## src/rtl/cpu_mul_pkg.sv

```systemverilog
// Shared types for the RV64M multiply unit: operation encodings (funct3[1:0])
// and control states.
package cpu_mul_pkg;

  typedef enum logic [1:0] {
    MUL    = 2'b00,
    MULH   = 2'b01,
    MULHSU = 2'b10,
    MULHU  = 2'b11
  } mul_op_t;

  typedef enum logic [1:0] {
    IDLE,
    BUSY,
    FIX,
    DONE
  } mul_state_t;

  // rs1 is treated as signed for everything except MULHU.
  function automatic logic aIsSigned(mul_op_t op);
    return op != MULHU;
  endfunction

  function automatic logic bIsSigned(mul_op_t op);
    return (op == MUL) || (op == MULH);
  endfunction

endpackage

```

## src/rtl/mul_step.sv

```systemverilog
// One radix-2^BPC shift-add step: adds multiplicand * BPC multiplier bits into
// the top of the accumulator, then shifts the accumulator right by BPC.
module mul_step #(
  parameter int DATA_W = 64,
  parameter int BPC    = 4
) (
  input  logic [DATA_W-1:0]   mcand_i,
  input  logic [BPC-1:0]      bits_i,
  input  logic [2*DATA_W-1:0] acc_i,
  output logic [2*DATA_W-1:0] acc_o
);

  logic [DATA_W+BPC-1:0]   partial;
  logic [2*DATA_W+BPC-1:0] sum;

  // After DATA_W/BPC steps each partial product has drifted down to its weight.
  always_comb begin
    partial = {{BPC{1'b0}}, mcand_i} * {{DATA_W{1'b0}}, bits_i};
    sum     = {{BPC{1'b0}}, acc_i} + {partial, {DATA_W{1'b0}}};
    acc_o   = sum[2*DATA_W+BPC-1:BPC];
  end

endmodule

```

## src/rtl/mul_unit.sv

```systemverilog
// Iterative RV64M multiplier (MUL/MULH/MULHSU/MULHU) with valid/ready handshake,
// tag pass-through, flush abort and global run enable.
module mul_unit
  import cpu_mul_pkg::*;
#(
  parameter int DATA_W = 64,
  parameter int BPC    = 4,
  parameter int TAG_W  = 5
) (
  input  logic              clk,
  input  logic              rst,
  input  logic              enable,
  input  logic              flush,
  input  logic              in_valid,
  output logic              in_ready,
  input  logic [1:0]        in_op,
  input  logic [DATA_W-1:0] in_a,
  input  logic [DATA_W-1:0] in_b,
  input  logic [TAG_W-1:0]  in_tag,
  output logic              out_valid,
  input  logic              out_ready,
  output logic [DATA_W-1:0] out_result,
  output logic [TAG_W-1:0]  out_tag,
  output logic              busy
);

  localparam int ITER  = DATA_W / BPC;
  localparam int CNT_W = (ITER > 1) ? $clog2(ITER) : 1;

  mul_state_t          state_q, state_d;
  mul_op_t             op_q, op_d;
  logic [TAG_W-1:0]    tag_q, tag_d;
  logic                neg_q, neg_d;
  logic [DATA_W-1:0]   mcand_q, mcand_d;
  logic [DATA_W-1:0]   mplier_q, mplier_d;
  logic [2*DATA_W-1:0] acc_q, acc_d;
  logic [CNT_W-1:0]    cnt_q, cnt_d;
  logic [DATA_W-1:0]   result_q, result_d;

  logic [2*DATA_W-1:0] stepAcc;
  logic [2*DATA_W-1:0] prodFix;
  logic                acceptFire;
  logic                aNeg, bNeg;
  mul_op_t             opIn;

  mul_step #(.DATA_W(DATA_W), .BPC(BPC)) u_step (
    .mcand_i (mcand_q),
    .bits_i  (mplier_q[BPC-1:0]),
    .acc_i   (acc_q),
    .acc_o   (stepAcc)
  );

  assign in_ready   = (state_q == IDLE) || ((state_q == DONE) && out_ready);
  assign out_valid  = (state_q == DONE);
  assign busy       = (state_q == BUSY) || (state_q == FIX);
  assign out_result = result_q;
  assign out_tag    = tag_q;

  assign acceptFire = enable && in_valid && in_ready && !flush;
  assign opIn       = mul_op_t'(in_op);
  assign aNeg       = aIsSigned(opIn) && in_a[DATA_W-1];
  assign bNeg       = bIsSigned(opIn) && in_b[DATA_W-1];

  always_comb begin
    state_d  = state_q;
    op_d     = op_q;
    tag_d    = tag_q;
    neg_d    = neg_q;
    mcand_d  = mcand_q;
    mplier_d = mplier_q;
    acc_d    = acc_q;
    cnt_d    = cnt_q;
    result_d = result_q;
    prodFix  = neg_q ? -acc_q : acc_q;

    case (state_q)
      BUSY: begin
        acc_d    = stepAcc;
        mplier_d = mplier_q >> BPC;
        if (cnt_q == '0) state_d = FIX;
        else             cnt_d   = cnt_q - 1'b1;
      end
      FIX: begin
        result_d = (op_q == MUL) ? prodFix[DATA_W-1:0] : prodFix[2*DATA_W-1:DATA_W];
        state_d  = DONE;
      end
      DONE: if (out_ready) state_d = IDLE;
      default: ;
    endcase

    // An accept in DONE overlaps the output handshake and restarts directly.
    if (acceptFire) begin
      op_d     = opIn;
      tag_d    = in_tag;
      neg_d    = aNeg ^ bNeg;
      mcand_d  = aNeg ? -in_a : in_a;
      mplier_d = bNeg ? -in_b : in_b;
      acc_d    = '0;
      cnt_d    = CNT_W'(ITER - 1);
      state_d  = BUSY;
    end

    if (flush) state_d = IDLE;
  end

  always_ff @(posedge clk) begin
    if (rst) begin
      state_q  <= IDLE;
      op_q     <= MUL;
      tag_q    <= '0;
      neg_q    <= 1'b0;
      mcand_q  <= '0;
      mplier_q <= '0;
      acc_q    <= '0;
      cnt_q    <= '0;
      result_q <= '0;
    end else if (enable) begin
      state_q  <= state_d;
      op_q     <= op_d;
      tag_q    <= tag_d;
      neg_q    <= neg_d;
      mcand_q  <= mcand_d;
      mplier_q <= mplier_d;
      acc_q    <= acc_d;
      cnt_q    <= cnt_d;
      result_q <= result_d;
    end
  end

endmodule

```

## config.mk

```make
export PLATFORM = sky130hd
export DESIGN_NAME = mul_unit
export DESIGN_NICKNAME = d
export VERILOG_FILES = /design/src/rtl/cpu_mul_pkg.sv /design/src/rtl/mul_step.sv /design/src/rtl/mul_unit.sv
export SDC_FILE = /design/constraint.sdc
export NUM_CORES = 2
export LEC_CHECK = 0
export CAP_MARGIN = 20
export CORE_ASPECT_RATIO = 0.8
export CORE_MARGIN = 5
export CORE_UTILIZATION = 45
export CTS_CLUSTER_DIAMETER = 100
export DETAILED_ROUTE_END_ITERATION = 8
export PLACE_DENSITY_LB_ADDON = 0.08
export SKIP_LAST_GASP = 1
export SLEW_MARGIN = 20
export SYNTH_ARGS = -nofsm -noshare
export SYNTH_HDL_FRONTEND = slang
export SYNTH_SLANG_ARGS = --single-unit
export TNS_END_PERCENT = 30
```

## constraint.sdc

```tcl
create_clock -name clk -period 8.2 [get_ports clk]
set_input_delay 0.82 -clock clk [delete_from_list [all_inputs] [get_ports clk]]
set_output_delay 0.82 -clock clk [all_outputs]
set_load 0.05 [all_outputs]
```

==> results.json <==
{
  "synth_top_cell_area_share": 0.217,
  "synthTopCellsByCount": "nand2_1, nor2_1, dfxtp_1",
  "crit_path_end_kind": "register",
  "synth.largest_area_cell": "dfxtp_1",
  "met2_length_mm": 43.7,
  "vias_per_cell": 5.89,
  "reg2reg_depth": 28,
  "synth-main-ff-cell": "dfxtp_1",
  "worstSetupStartpoint": "mplier_q[1]",
  "fp.dieW_um": 302,
  "rrSetupSlack_ns": 0.53,
  "routed.top_layer": "met5",
  "min-delay-start": "out_result[47]",
  "crit_slowest_cell": "fa_1",
  "ant_nets": 0,
  "grt_start_max_net_pins": 145,
  "leakagePower_nw": 14.4,
  "critical_path_arrival_ns": 8.17,
  "cts_tree": "yes",
  "yosysWarnings": 0,
  "finalClockSkew_ns": 0.0276,
  "fin_crit_sh": 0.935,
  "syn_area_per_cell_um2": 7.31,
  "antenna_found_initial": 1,
  "port_buffers": 212,
  "dp_hpwl_mm": 76.7,
  "route.vias.total": 30400,
  "h-tree-depth": 2,
  "ys_top_cells_by_area": "dfxtp_1, fa_1, nand2_1",
  "cp.required_ns": 8.70,
  "place_inst": 5091,
  "dr.pass1.iters": 8,
  "syn2layout_area_growth_pct": 12.5,
  "num_rows": 85,
  "ys_seq_area_frac": 0.217,
  "hold_buffers": 0,
  "crit_type": "register to register",
  "finalSetupViolations": 0,
  "wirelength_mm": 100,
  "clock_latency_ns": 0.59,
  "die_h_um": 244,
  "root_buffer": "clkbuf_16",
  "syn_nets": 4616,
  "crit_path_max_incr_delay_ns": 0.53,
  "die-area_um2": 73700,
  "cp_max_fo": 45,
  "worstReg2RegStart": "mplier_q[1]",
  "final_area_um2": 34600,
  "globalRouteTotalUtil": 0.261,
  "status": "finished clean",
  "ys_seq_elements": 334,
  "hp-class": "register to register",
  "dpl_cell_area_um2": 33300,
  "yosysUniqueCellTypes": 88,
  "numCtsBuffers": 38,
  "clock_tree.buffer_depth": 3,
  "ir_drop_mv": 0.137,
  "drive_above_1_share": 0.0325,
  "first_iter_violations": 2723,
  "max_freq_mhz": 130,
  "startpoint_type": "register",
  "finalWeightedCongestion": 0.956,
  "power_density_nw_per_um2": 116,
  "cts_sinks": 334,
  "utilization": 0.512,
  "synth_cells": 4206,
  "wl_per_cell_um": 19.5,
  "route.layer.met1.wl_mm": 48.1,
  "boundaryPins": 213,
  "grt_pass1_vias": 28200,
  "diodes": 0,
  "drv_slew": 0,
  "synth-edff-count": 0,
  "grt_pass1_wl_mm": 159,
  "clk_pin_slew_ns": 0.06,
  "worst_pin_slew_ns": 1.11,
  "drc": 0,
  "finalNonFillerCells": 5157,
  "min_period_ns": 7.67,
  "initial_core_util": 0.455,
  "drv_cap": 0,
  "slew_headroom": 0.240,
  "core_area_um2": 67500,
  "hold_depth": 1,
  "netlist_area_um2": 30700,
  "rsz0062_at_grt": "no",
  "synth_most_common_cell": "nand2_1",
  "hold_viol_final": 0,
  "wl_met3_mm": 6.94,
  "overflow": 0,
  "ys_async_sr_fraction": 0,
  "nNetsFinal": 4628,
  "setup_tns_ns": 0
}
layout by cell type, fill, tap and decap left out, drive strengths merged, types with 70 or more instances in the layout:
cell and instances:
a22oi 107, ha 144, nor3 113, fa 125
dfxtp 334, a21oi 300, xor2 135, a21o 70
nand2 565, clkdlybuf4s50 211, inv 257, xnor2 143
nor2 455, and2 163, a311oi 71, o21ai 196
what timing repair did:
action                     CTS  global route
setup buffers                0             0
gates resized for setup      0             6
hold endpoints to repair     0             0
setup endpoints to repair    0             6
worst max-delay path, delay by kind of cell (launching register included):
kind	cells	cell delay, ns
fa+ha+maj	4	1.63
compound gates	14	4.05
simple gates	6	1.06
buf+inv	3	0.35
flops	1	0.43
xor+xnor	1	0.07
registers in the layout, indices dropped and copies added (netlist names):
name / flops
acc_q: 128
mplier_q: 64
state_q: 2
out_tag: 5
neg_q: 1
cnt_q: 4
out_result: 64
op_q: 2
mcand_q: 64
per-stage QoR:
stage | power [mW] | setup WS, ns | hold slack (ns)
2_1_floorplan | 2.06 | 1.46 | 0.432
3_3_place_gp | 2.28 | 0.538 | 0.435
3_5_place_dp | 2.28 | 0.220 | 0.439
4_1_cts | 4.06 | 0.177 | 0.453
5_1_grt | 4.18 | 0.0184 | 0.477
6_report | 4.03 | 0.529 | 0.450
layer usage:
metal / global-route usage / vias to the layer above
met4: 0.0479 / 2
li1: - / 14800
met5: 0 / -
met3: 0.0432 / 106
met1: 0.388 / 14500
met2: 0.400 / 953
kinds of logic after synthesis:
logic type,after synthesis,share of synthesized area
buf+inv,529,0.0654
fa+ha+maj,269,0.140
flops,334,0.217
mux,10,0.00330
xor+xnor,278,0.0792
compound gates,1111,0.238
simple gates,1675,0.257
final cells by class:
class                      count  area, um^2
fill                        6765       32900
timing repair buffer         245        2390
inverter                     256         961
sequential                   334        6700
tap                          913        1140
clock inverter                15         215
clock buffer                  51        1050
multi-input combinational   3343       22100
report_power, final:
| group | switching (mW) | total, mW | internal, mW |
|---|---|---|---|
| registers | 0.0458 | 1.71 | 1.66 |
| clock network | 0.748 | 1.78 | 1.03 |
| logic | 0.335 | 0.539 | 0.204 |
path summary, 6_finish.rpt:
kind                          to
hold / removal    out_result[47]
hold reg to reg   out_result[47]
setup / recovery      acc_q[127]
setup reg to reg      acc_q[127]
Note: power is estimated with default switching activity, not from simulation.
